## src/rtl/osd_him_pkg.sv

```systemverilog
// Shared definitions for the host interface egress/ingress paths:
// FSM state encoding, size-field width and the wire-format byte swap.
package osd_him_pkg;

  localparam int SIZE_FIELD_W = 5;

  typedef enum logic [1:0] {
    ST_FILL      = 2'd0,
    ST_SEND_SIZE = 2'd1,
    ST_SEND_DATA = 2'd2
  } him_state_e;

  // GLIP words travel big-endian; DII words are native order
  function automatic logic [15:0] bswap16(input logic [15:0] w);
    return {w[7:0], w[15:8]};
  endfunction

endpackage

```

## src/rtl/osd_him_pktbuf.sv

```systemverilog
// Single-packet store: one write port, one asynchronous read port.
// Contents are not reset; only addresses below the fill count are ever read.
module osd_him_pktbuf
  import osd_him_pkg::*;
#(
  parameter int DEPTH = 16,
  parameter int AW    = (DEPTH > 1) ? $clog2(DEPTH) : 1
) (
  input  logic          clk,
  input  logic          we_i,
  input  logic [AW-1:0] waddr_i,
  input  logic [15:0]   wdata_i,
  input  logic [AW-1:0] raddr_i,
  output logic [15:0]   rdata_o
);

  logic [15:0] mem_q [DEPTH];

  // Storage write port
  always_ff @(posedge clk) begin
    if (we_i) begin
      mem_q[waddr_i] <= wdata_i;
    end
  end

  assign rdata_o = mem_q[raddr_i];

endmodule

```

## src/rtl/osd_him_egress.sv

```systemverilog
// Host interface egress: store-and-forward one DII packet, then emit a
// byte-swapped size word followed by the byte-swapped packet words on GLIP.
module osd_him_egress
  import osd_him_pkg::*;
#(
  parameter int MAX_PKT_LEN = 16
) (
  input  logic        clk,
  input  logic        rst,
  input  logic [15:0] dii_data_i,
  input  logic        dii_valid_i,
  input  logic        dii_first_i,
  input  logic        dii_last_i,
  output logic        dii_ready_o,
  output logic [15:0] glip_data_o,
  output logic        glip_valid_o,
  input  logic        glip_ready_i,
  output logic        err_overflow_o,
  output logic        err_framing_o
);

  localparam int AW = (MAX_PKT_LEN > 1) ? $clog2(MAX_PKT_LEN) : 1;
  localparam logic [SIZE_FIELD_W-1:0] MAX_LEN_C = SIZE_FIELD_W'(MAX_PKT_LEN);

  him_state_e              state_q, state_d;
  logic [SIZE_FIELD_W-1:0] wr_cnt_q, wr_cnt_d;
  logic [SIZE_FIELD_W-1:0] rd_cnt_q, rd_cnt_d;
  logic                    in_pkt_q, in_pkt_d;
  logic                    trunc_q, trunc_d;
  logic                    err_of_q, err_of_d;
  logic                    err_fr_q, err_fr_d;

  logic          we_s;
  logic [AW-1:0] waddr_s;
  logic [15:0]   rdata_s;

  osd_him_pktbuf #(
    .DEPTH (MAX_PKT_LEN),
    .AW    (AW)
  ) u_pktbuf (
    .clk     (clk),
    .we_i    (we_s),
    .waddr_i (waddr_s),
    .wdata_i (dii_data_i),
    .raddr_i (rd_cnt_q[AW-1:0]),
    .rdata_o (rdata_s)
  );

  // Next-state: packet framing/truncation during fill, word sequencing during send
  always_comb begin
    state_d  = state_q;
    wr_cnt_d = wr_cnt_q;
    rd_cnt_d = rd_cnt_q;
    in_pkt_d = in_pkt_q;
    trunc_d  = trunc_q;
    err_of_d = 1'b0;
    err_fr_d = 1'b0;
    we_s     = 1'b0;
    waddr_s  = wr_cnt_q[AW-1:0];
    case (state_q)
      ST_FILL: begin
        if (dii_valid_i) begin
          if (dii_first_i) begin
            // a restart abandons whatever partial packet was in flight
            err_fr_d = in_pkt_q;
            we_s     = 1'b1;
            waddr_s  = '0;
            wr_cnt_d = SIZE_FIELD_W'(1);
            in_pkt_d = 1'b1;
            trunc_d  = 1'b0;
            if (dii_last_i) begin
              state_d  = ST_SEND_SIZE;
              in_pkt_d = 1'b0;
            end else begin
              state_d  = ST_FILL;
            end
          end else if (!in_pkt_q) begin
            err_fr_d = 1'b1;
          end else begin
            if (wr_cnt_q < MAX_LEN_C) begin
              we_s     = 1'b1;
              wr_cnt_d = wr_cnt_q + SIZE_FIELD_W'(1);
            end else begin
              trunc_d  = 1'b1;
            end
            if (dii_last_i) begin
              state_d  = ST_SEND_SIZE;
              in_pkt_d = 1'b0;
              err_of_d = trunc_q || (wr_cnt_q >= MAX_LEN_C);
              trunc_d  = 1'b0;
            end else begin
              state_d  = ST_FILL;
            end
          end
        end else begin
          we_s = 1'b0;
        end
      end
      ST_SEND_SIZE: begin
        if (glip_ready_i) begin
          rd_cnt_d = '0;
          state_d  = ST_SEND_DATA;
        end else begin
          state_d  = ST_SEND_SIZE;
        end
      end
      ST_SEND_DATA: begin
        if (glip_ready_i) begin
          if (rd_cnt_q == wr_cnt_q - SIZE_FIELD_W'(1)) begin
            wr_cnt_d = '0;
            state_d  = ST_FILL;
          end else begin
            rd_cnt_d = rd_cnt_q + SIZE_FIELD_W'(1);
          end
        end else begin
          state_d = ST_SEND_DATA;
        end
      end
      default: begin
        state_d = ST_FILL;
      end
    endcase
  end

  // State and error-pulse registers
  always_ff @(posedge clk) begin
    if (rst) begin
      state_q  <= ST_FILL;
      wr_cnt_q <= '0;
      rd_cnt_q <= '0;
      in_pkt_q <= 1'b0;
      trunc_q  <= 1'b0;
      err_of_q <= 1'b0;
      err_fr_q <= 1'b0;
    end else begin
      state_q  <= state_d;
      wr_cnt_q <= wr_cnt_d;
      rd_cnt_q <= rd_cnt_d;
      in_pkt_q <= in_pkt_d;
      trunc_q  <= trunc_d;
      err_of_q <= err_of_d;
      err_fr_q <= err_fr_d;
    end
  end

  // Output word selected purely from registered state and buffer contents
  always_comb begin
    if (state_q == ST_SEND_SIZE) begin
      glip_data_o = {3'b000, wr_cnt_q, 8'h00};
    end else begin
      glip_data_o = bswap16(rdata_s);
    end
  end

  assign glip_valid_o   = (state_q != ST_FILL);
  assign dii_ready_o    = (state_q == ST_FILL);
  assign err_overflow_o = err_of_q;
  assign err_framing_o  = err_fr_q;

endmodule

```

## config.mk

```make
export PLATFORM = sky130hd
export DESIGN_NAME = osd_him_egress
export DESIGN_NICKNAME = d
export VERILOG_FILES = /design/src/rtl/osd_him_pkg.sv /design/src/rtl/osd_him_pktbuf.sv /design/src/rtl/osd_him_egress.sv
export SDC_FILE = /design/constraint.sdc
export NUM_CORES = 1
export LEC_CHECK = 0
export BUFFER_PORTS_ARGS = -buffer_cell sky130_fd_sc_hd__buf_4
export CAP_MARGIN = 40
export CORE_MARGIN = 3
export CORE_UTILIZATION = 45
export CTS_BUF_LIST = sky130_fd_sc_hd__clkbuf_2 sky130_fd_sc_hd__clkbuf_4 sky130_fd_sc_hd__clkbuf_8
export DETAILED_ROUTE_END_ITERATION = 12
export SYNTH_ARGS = -nofsm -noshare
export SYNTH_HDL_FRONTEND = slang
export SYNTH_SLANG_ARGS = --single-unit
```

## constraint.sdc

```tcl
create_clock -name clk -period 3.5 [get_ports clk]
set_input_delay 0.175 -clock clk [delete_from_list [all_inputs] [get_ports clk]]
set_output_delay 0.175 -clock clk [all_outputs]
set_load 0.05 [all_outputs]
```

==> results of run 1 <==
synth_stat cells (all sizes together) (3+ instances only):
master,n
nand3,7
o21a,3
nor3,10
and2,14
nor2b,4
o22ai,5
a21oi,11
mux2,5
nand2,9
o311ai,3
xnor2,3
dfxtp,20
clkbuf,16
buf,16
nand2b,6
edfxtp,256
ha,4
inv,8
nor2,17
mux2i,7
mux4,75
cells by family (layout without fill, tap and decap cells):
logic type               Yosys count  count (layout)  synth area share, %
AO/OA/AOI/OAI                     42              42                 2.62
XOR/XNOR                           5               5                0.397
adder cells (fa/ha/maj)            4               4                0.453
buffers and inverters             40             192                 2.03
flip-flops                       276             276                 73.3
multiplexers                      87              87                 17.2
AND/OR/NAND/NOR                   83              83                 4.06
power by group through the flow:
stage	sequential, W	clock (W)	combinational, W
6_report	0.00364	0.00265	0.000354
5_1_grt	0.00364	0.00290	0.000381
4_1_cts	0.00364	0.00273	0.000358
3_5_place_dp	0.00371	0	0.000338
3_3_place_gp	0.00371	0	0.000328
2_1_floorplan	0.00370	0	0.000213
worst max-delay path: stages, from the launching register on:
cell and delay, ps:
dfxtp_4 680, buf_4 390, mux4_2 550, mux2_2 300
o22ai_1 150, a21oi_1 80, buf_4 210
per-layer routing:
metal | track usage [%] | share of wire [%] | routed length [um] | vias to the layer above
met5 | 0 | 0 | 0 | -
met4 | 5.77 | 2.2 | 531 | 0
met3 | 3.92 | 6.1 | 1440 | 43
met2 | 30.1 | 49 | 11700 | 196
met1 | 25.6 | 42 | 10100 | 2906
li1 | - | - | - | 2483
stage by stage:
| stage | TNS [ps] | power (W) |
|---|---|---|
| CTS | 0 | 0.00673 |
| detailed placement | 0 | 0.00405 |
| global route | 0 | 0.00692 |
| finish | 0 | 0.00665 |
| floorplan | -160 | 0.00391 |
| global placement | 0 | 0.00404 |
cells in the final DEF (no fill, tap or decap), types with 9 or more instances in the layout:
cell	count
clkbuf_4	22
dfxtp_1	17
and2_1	14
nand2_1	9
clkinv_1	12
clkbuf_8	45
edfxtp_1	256
nor2_2	10
buf_4	76
mux4_1	21
dlygate4sd3_1	23
mux4_2	54
a21oi_1	11
registers in the layout, indices dropped and copies added (netlist names), named ones only:
| name | count |
|---|---|
| err_overflow_o | 1 |
| wr_cnt_q | 5 |
| trunc_q | 1 |
| state_q | 2 |
| u_pktbuf.mem_q | 256 |
| in_pkt_q | 1 |
| rd_cnt_q | 5 |
| err_framing_o | 1 |
path summary, 6_finish.rpt:
| kind | start | end | slack [ps] | cells past startpoint |
|---|---|---|---|---|
| max | flip-flop | glip_data_o[8] | 400 | 6 |
| min | dii_data_i[5] | u_pktbuf.mem_q[5][5] | 470 | 2 |
| min reg2reg | rd_cnt_q[4] | rd_cnt_q[4] | 500 | 2 |
| max reg2reg | wr_cnt_q[0] | wr_cnt_q[0] | 860 | 8 |
cell type report:
type	instances	area, um2	area share [%]
Timing Repair Buffer	100	821	6.31
Inverter	8	30.0	0.231
Clock buffer	67	785	6.04
Multi-Input combinational cell	221	2790	21.4
Sequential cell	276	8090	62.3
Tap cell	319	399	3.07
Clock inverter	17	83.8	0.645
==> qor.csv, run 1 <==
metric,value,unit
status,finished clean,
vias in the first global route,5976,
Chip Height,163,um
NetSw,0.00145,W
nets,678,
sequential power share,54.8,%
"Cell Area, Synth",11000,um2
Post-Route WL,23800,um
CP startpoint kind,flip-flop,
Pins Over Slew Limit,0,
Wirelength per Cell,23.6,um
Final WS setup,396,ps
Final Hold Vio Count,0,
clock skew,12.1,ps
largest area contributor in the netlist,edfxtp_1,
hold slack,471,ps
min Tclk post-route,3100,ps
CTS buffer count,45,
Seq cells post-synth,276,
HP Class,in2reg,
I/O pins,42,
setup bufs post-CTS,0,
layout cell share with drive strength beyond 1,32.9,%
Syn Inst Count,537,
# rows,56,
final worst-path cycle share,88.7,%
CTS tree,built,
gr ovfl total,0,
Mapped Nets,563,
ant diodes,0,
CTS root buf,clkbuf_8,
unrepaired setup endpoints after global routing,false,
DRC errors left,0,
Final Util,54.7,%
Rel. slew slack,50.5,%
Synth Warn #,0,
Layout Cells excl Fill,1008,
"Gates resized, CTS repair",0,
clk sinks,276,
top-area cell type share of the netlist area,69.7,%
"Async S/R FF share, synth",0,%
syn avg cell area,20.6,um2
CP arrival,2930,ps
Die Width,163,um
"Design Area, Final",13000,um2
switch share,21.8,%
first-pass GRT wire length,36400,um
Worst Tran Pin Value,743,ps
dpl hpwl,14800,um
Vias,5628,
CTS Hold Bufs,23,
DP Worst Slack,909,ps
clock buffer depth,3,
Synth cell types,53,
GRT Total Usage,18.6,%
"Clk pin slew, worst setup/hold paths",60,ps
area delta synth->final,17.8,%
Combinational Power Share,5.3,%
placed insts,901,
max-cap violation count,0,
clock power share,39.9,%
initial antenna violation count,0,
Max VDD drop,253,uV
First-pass DRT Iterations,4,
Port Buf Inserts,41,
"top cells by area, synth","edfxtp_1 70%, mux4_2 11%, mux4_1 5.0%",
Final setup viols,0,
Setup crit end kind,primary output,
crit path kind,reg2out,
P_leak,4.19,nW
Max Freq,322,MHz
Placed Area,11900,um2
vias per inst,5.58,
P_int,0.00520,W
RePlAce Congestion,0.753,
peak fanout along the critical path,26,
fillers,1879,
Initial Util,46.5,%
Synth Flop Type,edfxtp_1,
Final ANT Viol Nets,0,
# H-tree levels,2,
worst skew pair latency,550,ps
Die ar.,26400,um2
post-synthesis sequential area ratio,73.3,%
number of flops mapped to enable cells by yosys,256,
Pwr per Cell Area,512,nW/um2
worst endpoint required time,3320,ps
core area,23800,um2
largest net degree at the start of global routing,27,
drt initial violations,449,
Power figures use the tool's default switching activity.
==> run 2, diff against run 1 <==
--- a/config.mk
+++ b/config.mk
@@ -7,10 +7,13 @@
 export LEC_CHECK = 0
 export BUFFER_PORTS_ARGS = -buffer_cell sky130_fd_sc_hd__buf_4
 export CAP_MARGIN = 40
+export CELL_PAD_IN_SITES_DETAIL_PLACEMENT = 0
+export CELL_PAD_IN_SITES_GLOBAL_PLACEMENT = 1
 export CORE_MARGIN = 3
 export CORE_UTILIZATION = 45
 export CTS_BUF_LIST = sky130_fd_sc_hd__clkbuf_2 sky130_fd_sc_hd__clkbuf_4 sky130_fd_sc_hd__clkbuf_8
 export DETAILED_ROUTE_END_ITERATION = 12
+export PLACE_DENSITY_LB_ADDON = 0.1
 export SYNTH_ARGS = -nofsm -noshare
 export SYNTH_HDL_FRONTEND = slang
 export SYNTH_SLANG_ARGS = --single-unit
==> run 2 against run 1 <==
- register-to-register slack got worse by 60 ps
- power fell by 0.32%
- global-route usage fell by 0.088 points
- sequential power barely moved
- non-clock buffer count fell by 3
- first-iteration DRC count fell by 7.8%
- core utilization rose by 0.11 points
- clock power barely moved
- critical path depth fell by 1
- sequential share of layout area fell by 0.13 points
- largest power group unchanged
==> qor.csv, run 2 (synthesis results as in run 1) <==
metric,value,unit,change
status,finished clean,,unchanged
CTS tree,built,,unchanged
gr ovfl total,0,,unchanged
"commonest non-fill, non-tap cells in the layout","256 x edfxtp_1, 68 x buf_4, 54 x mux4_2",,"was 256 x edfxtp_1, 76 x buf_4, 54 x mux4_2"
hold slack,474,ps,was 471 ps
number of cells on the worst reg-to-reg path,7,,was 8
Pwr per Cell Area,509,nW/um2,was 512 nW/um2
CP startpoint kind,flip-flop,,unchanged
largest net degree at the start of global routing,65,,was 27
Layout Cells excl Fill,1003,,was 1008
area delta synth->final,18.0,%,was 17.8%
Wirelength per Cell,23.8,um,was 23.6 um
Worst Tran Pin Value,678,ps,was 743 ps
Vias,5578,,was 5628
reg2reg start,state_q[0],,was wr_cnt_q[0]
Final ANT Viol Nets,0,,unchanged
RePlAce Congestion,0.803,,was 0.753
clock skew,13.9,ps,was 12.1 ps
P_leak,4.18,nW,was 4.19 nW
min-delay src,dii_last_i,,was dii_data_i[5]
nets,676,,was 678
Die Width,163,um,unchanged
"Clk pin slew, worst setup/hold paths",70,ps,was 60 ps
placed insts,898,,was 901
"Gates resized, CTS repair",0,,unchanged
Worst R2R End,u_pktbuf.mem_q[7][6],,was wr_cnt_q[0]
vias per inst,5.56,,was 5.58
First-pass DRT Iterations,4,,unchanged
biggest regs,"u_pktbuf.mem_q: 256 flops, rd_cnt_q: 5 flops, wr_cnt_q: 5 flops",,unchanged
register area,8090,um2,unchanged
Initial Util,46.5,%,unchanged
Post-Route WL,23900,um,was 23800 um
worst skew pair latency,550,ps,about the same
DRC errors left,0,,unchanged
initial antenna violation count,0,,unchanged
drt initial violations,414,,was 449
WHS Endpoint,trunc_q,,was u_pktbuf.mem_q[5][5]
Max Freq,327,MHz,was 322 MHz
# H-tree levels,2,,unchanged
Rel. slew slack,54.5,%,was 50.5%
first-pass GRT wire length,36000,um,was 36400 um
worst endpoint required time,3320,ps,about the same
max-cap violation count,0,,unchanged
largest register by flop count,u_pktbuf.mem_q,,unchanged
CTS buffer count,46,,was 45
R2R Setup Slk,800,ps,was 860 ps
max reg flops,256,,unchanged
setup bufs post-CTS,0,,unchanged
Final setup viols,0,,unchanged
I/O pins,42,,unchanged
Die ar.,26400,um2,unchanged
TNS Setup,0,ps,unchanged
ant diodes,0,,unchanged
# rows,56,,unchanged
dpl hpwl,14400,um,was 14800 um
CTS root buf,clkbuf_8,,unchanged
final worst-path cycle share,87.3,%,was 88.7%
Worst Hold Depth,4,,was 2
vias in the first global route,5983,,was 5976
GRT Total Usage,18.5,%,was 18.6%
"commonest non-fill, non-tap cell in the layout",edfxtp_1,,unchanged
Max VDD drop,287,uV,was 253 uV
Final Hold Vio Count,0,,unchanged
layout cell share with drive strength beyond 1,32.0,%,was 32.9%
peak fanout along the critical path,64,,was 26
clock buffer depth,3,,unchanged
Chip Height,163,um,unchanged
core area,23800,um2,unchanged
Final Util,54.8,%,was 54.7%
Port Buf Inserts,41,,unchanged
unrepaired setup endpoints after global routing,false,,unchanged
Pins Over Slew Limit,0,,unchanged
Setup crit end kind,primary output,,unchanged
HP Class,in2reg,,unchanged
min Tclk post-route,3050,ps,was 3100 ps
clk sinks,276,,unchanged
CP arrival,2880,ps,was 2930 ps
fillers,1855,,was 1879
crit path kind,reg2out,,unchanged
CTS Hold Bufs,23,,unchanged
Multi-input gate area,2790,um2,unchanged
[run 2: cell types whose count changed in the layout (fill, tap and decap cells not counted)]
cell	before	now
buf_12	1	4
clkbuf_8	45	47
buf_8	0	1
clkinv_2	1	2
clkinv_1	12	15
buf_4	76	68
clkbuf_4	22	16
clkinvlp_4	3	1
buf_16	0	1
[run 2: report_power, final]
group | switching (W) | leakage (nW) | internal (W)
sequential | 0.0000177 | 2.47 | 0.00362
combinational | 0.000227 | 1.26 | 0.000138
clock | 0.00121 | 0.449 | 0.00142
[run 2: area by class of cell]
type / count / area share (%)
clock buffer: 63 / 5.89
clock inverter: 19 / 0.653
inverter: 8 / 0.231
multi-input combinational: 221 / 21.4
sequential: 276 / 62.1
tap: 319 / 3.06
timing repair buffer: 97 / 6.63
[run 2: worst max-delay path by stage]
stage / startpoint / endpoint / slack (ps) / cells past startpoint
finish: flip-flop / glip_data_o[7] / 450 / 5
global placement: state_q[0] / u_pktbuf.mem_q[15][10] / 870 / 7
CTS: flip-flop / glip_data_o[7] / 370 / 5
detailed placement: state_q[0] / u_pktbuf.mem_q[7][10] / 820 / 7
floorplan: state_q[0] / u_pktbuf.mem_q[11][0] / -5 / 7
global route: flip-flop / glip_data_o[7] / 320 / 5
[run 2: worst max-delay path: stages (launching register included)]
cell     delay (ps)
dfxtp_4         350
buf_12          340
mux4_1          670
mux4_2          480
and2_1          170
buf_4           180
[run 2: metrics by stage]
step	setup WS (ps)	total power [W]	cell area, um2
floorplan	-5.01	0.00391	11000
global placement	872	0.00405	11900
detailed placement	818	0.00406	11900
CTS	374	0.00672	13000
global route	317	0.00689	13000
finish	445	0.00663	13000
[run 2: routing by layer]
| metal | GRT usage (%) | wire length (um) |
|---|---|---|
| met5 | 0 | 0 |
| met2 | 31.3 | 12000 |
| met1 | 24.8 | 10300 |
| met4 | 5.46 | 509 |
| met3 | 3.28 | 1010 |
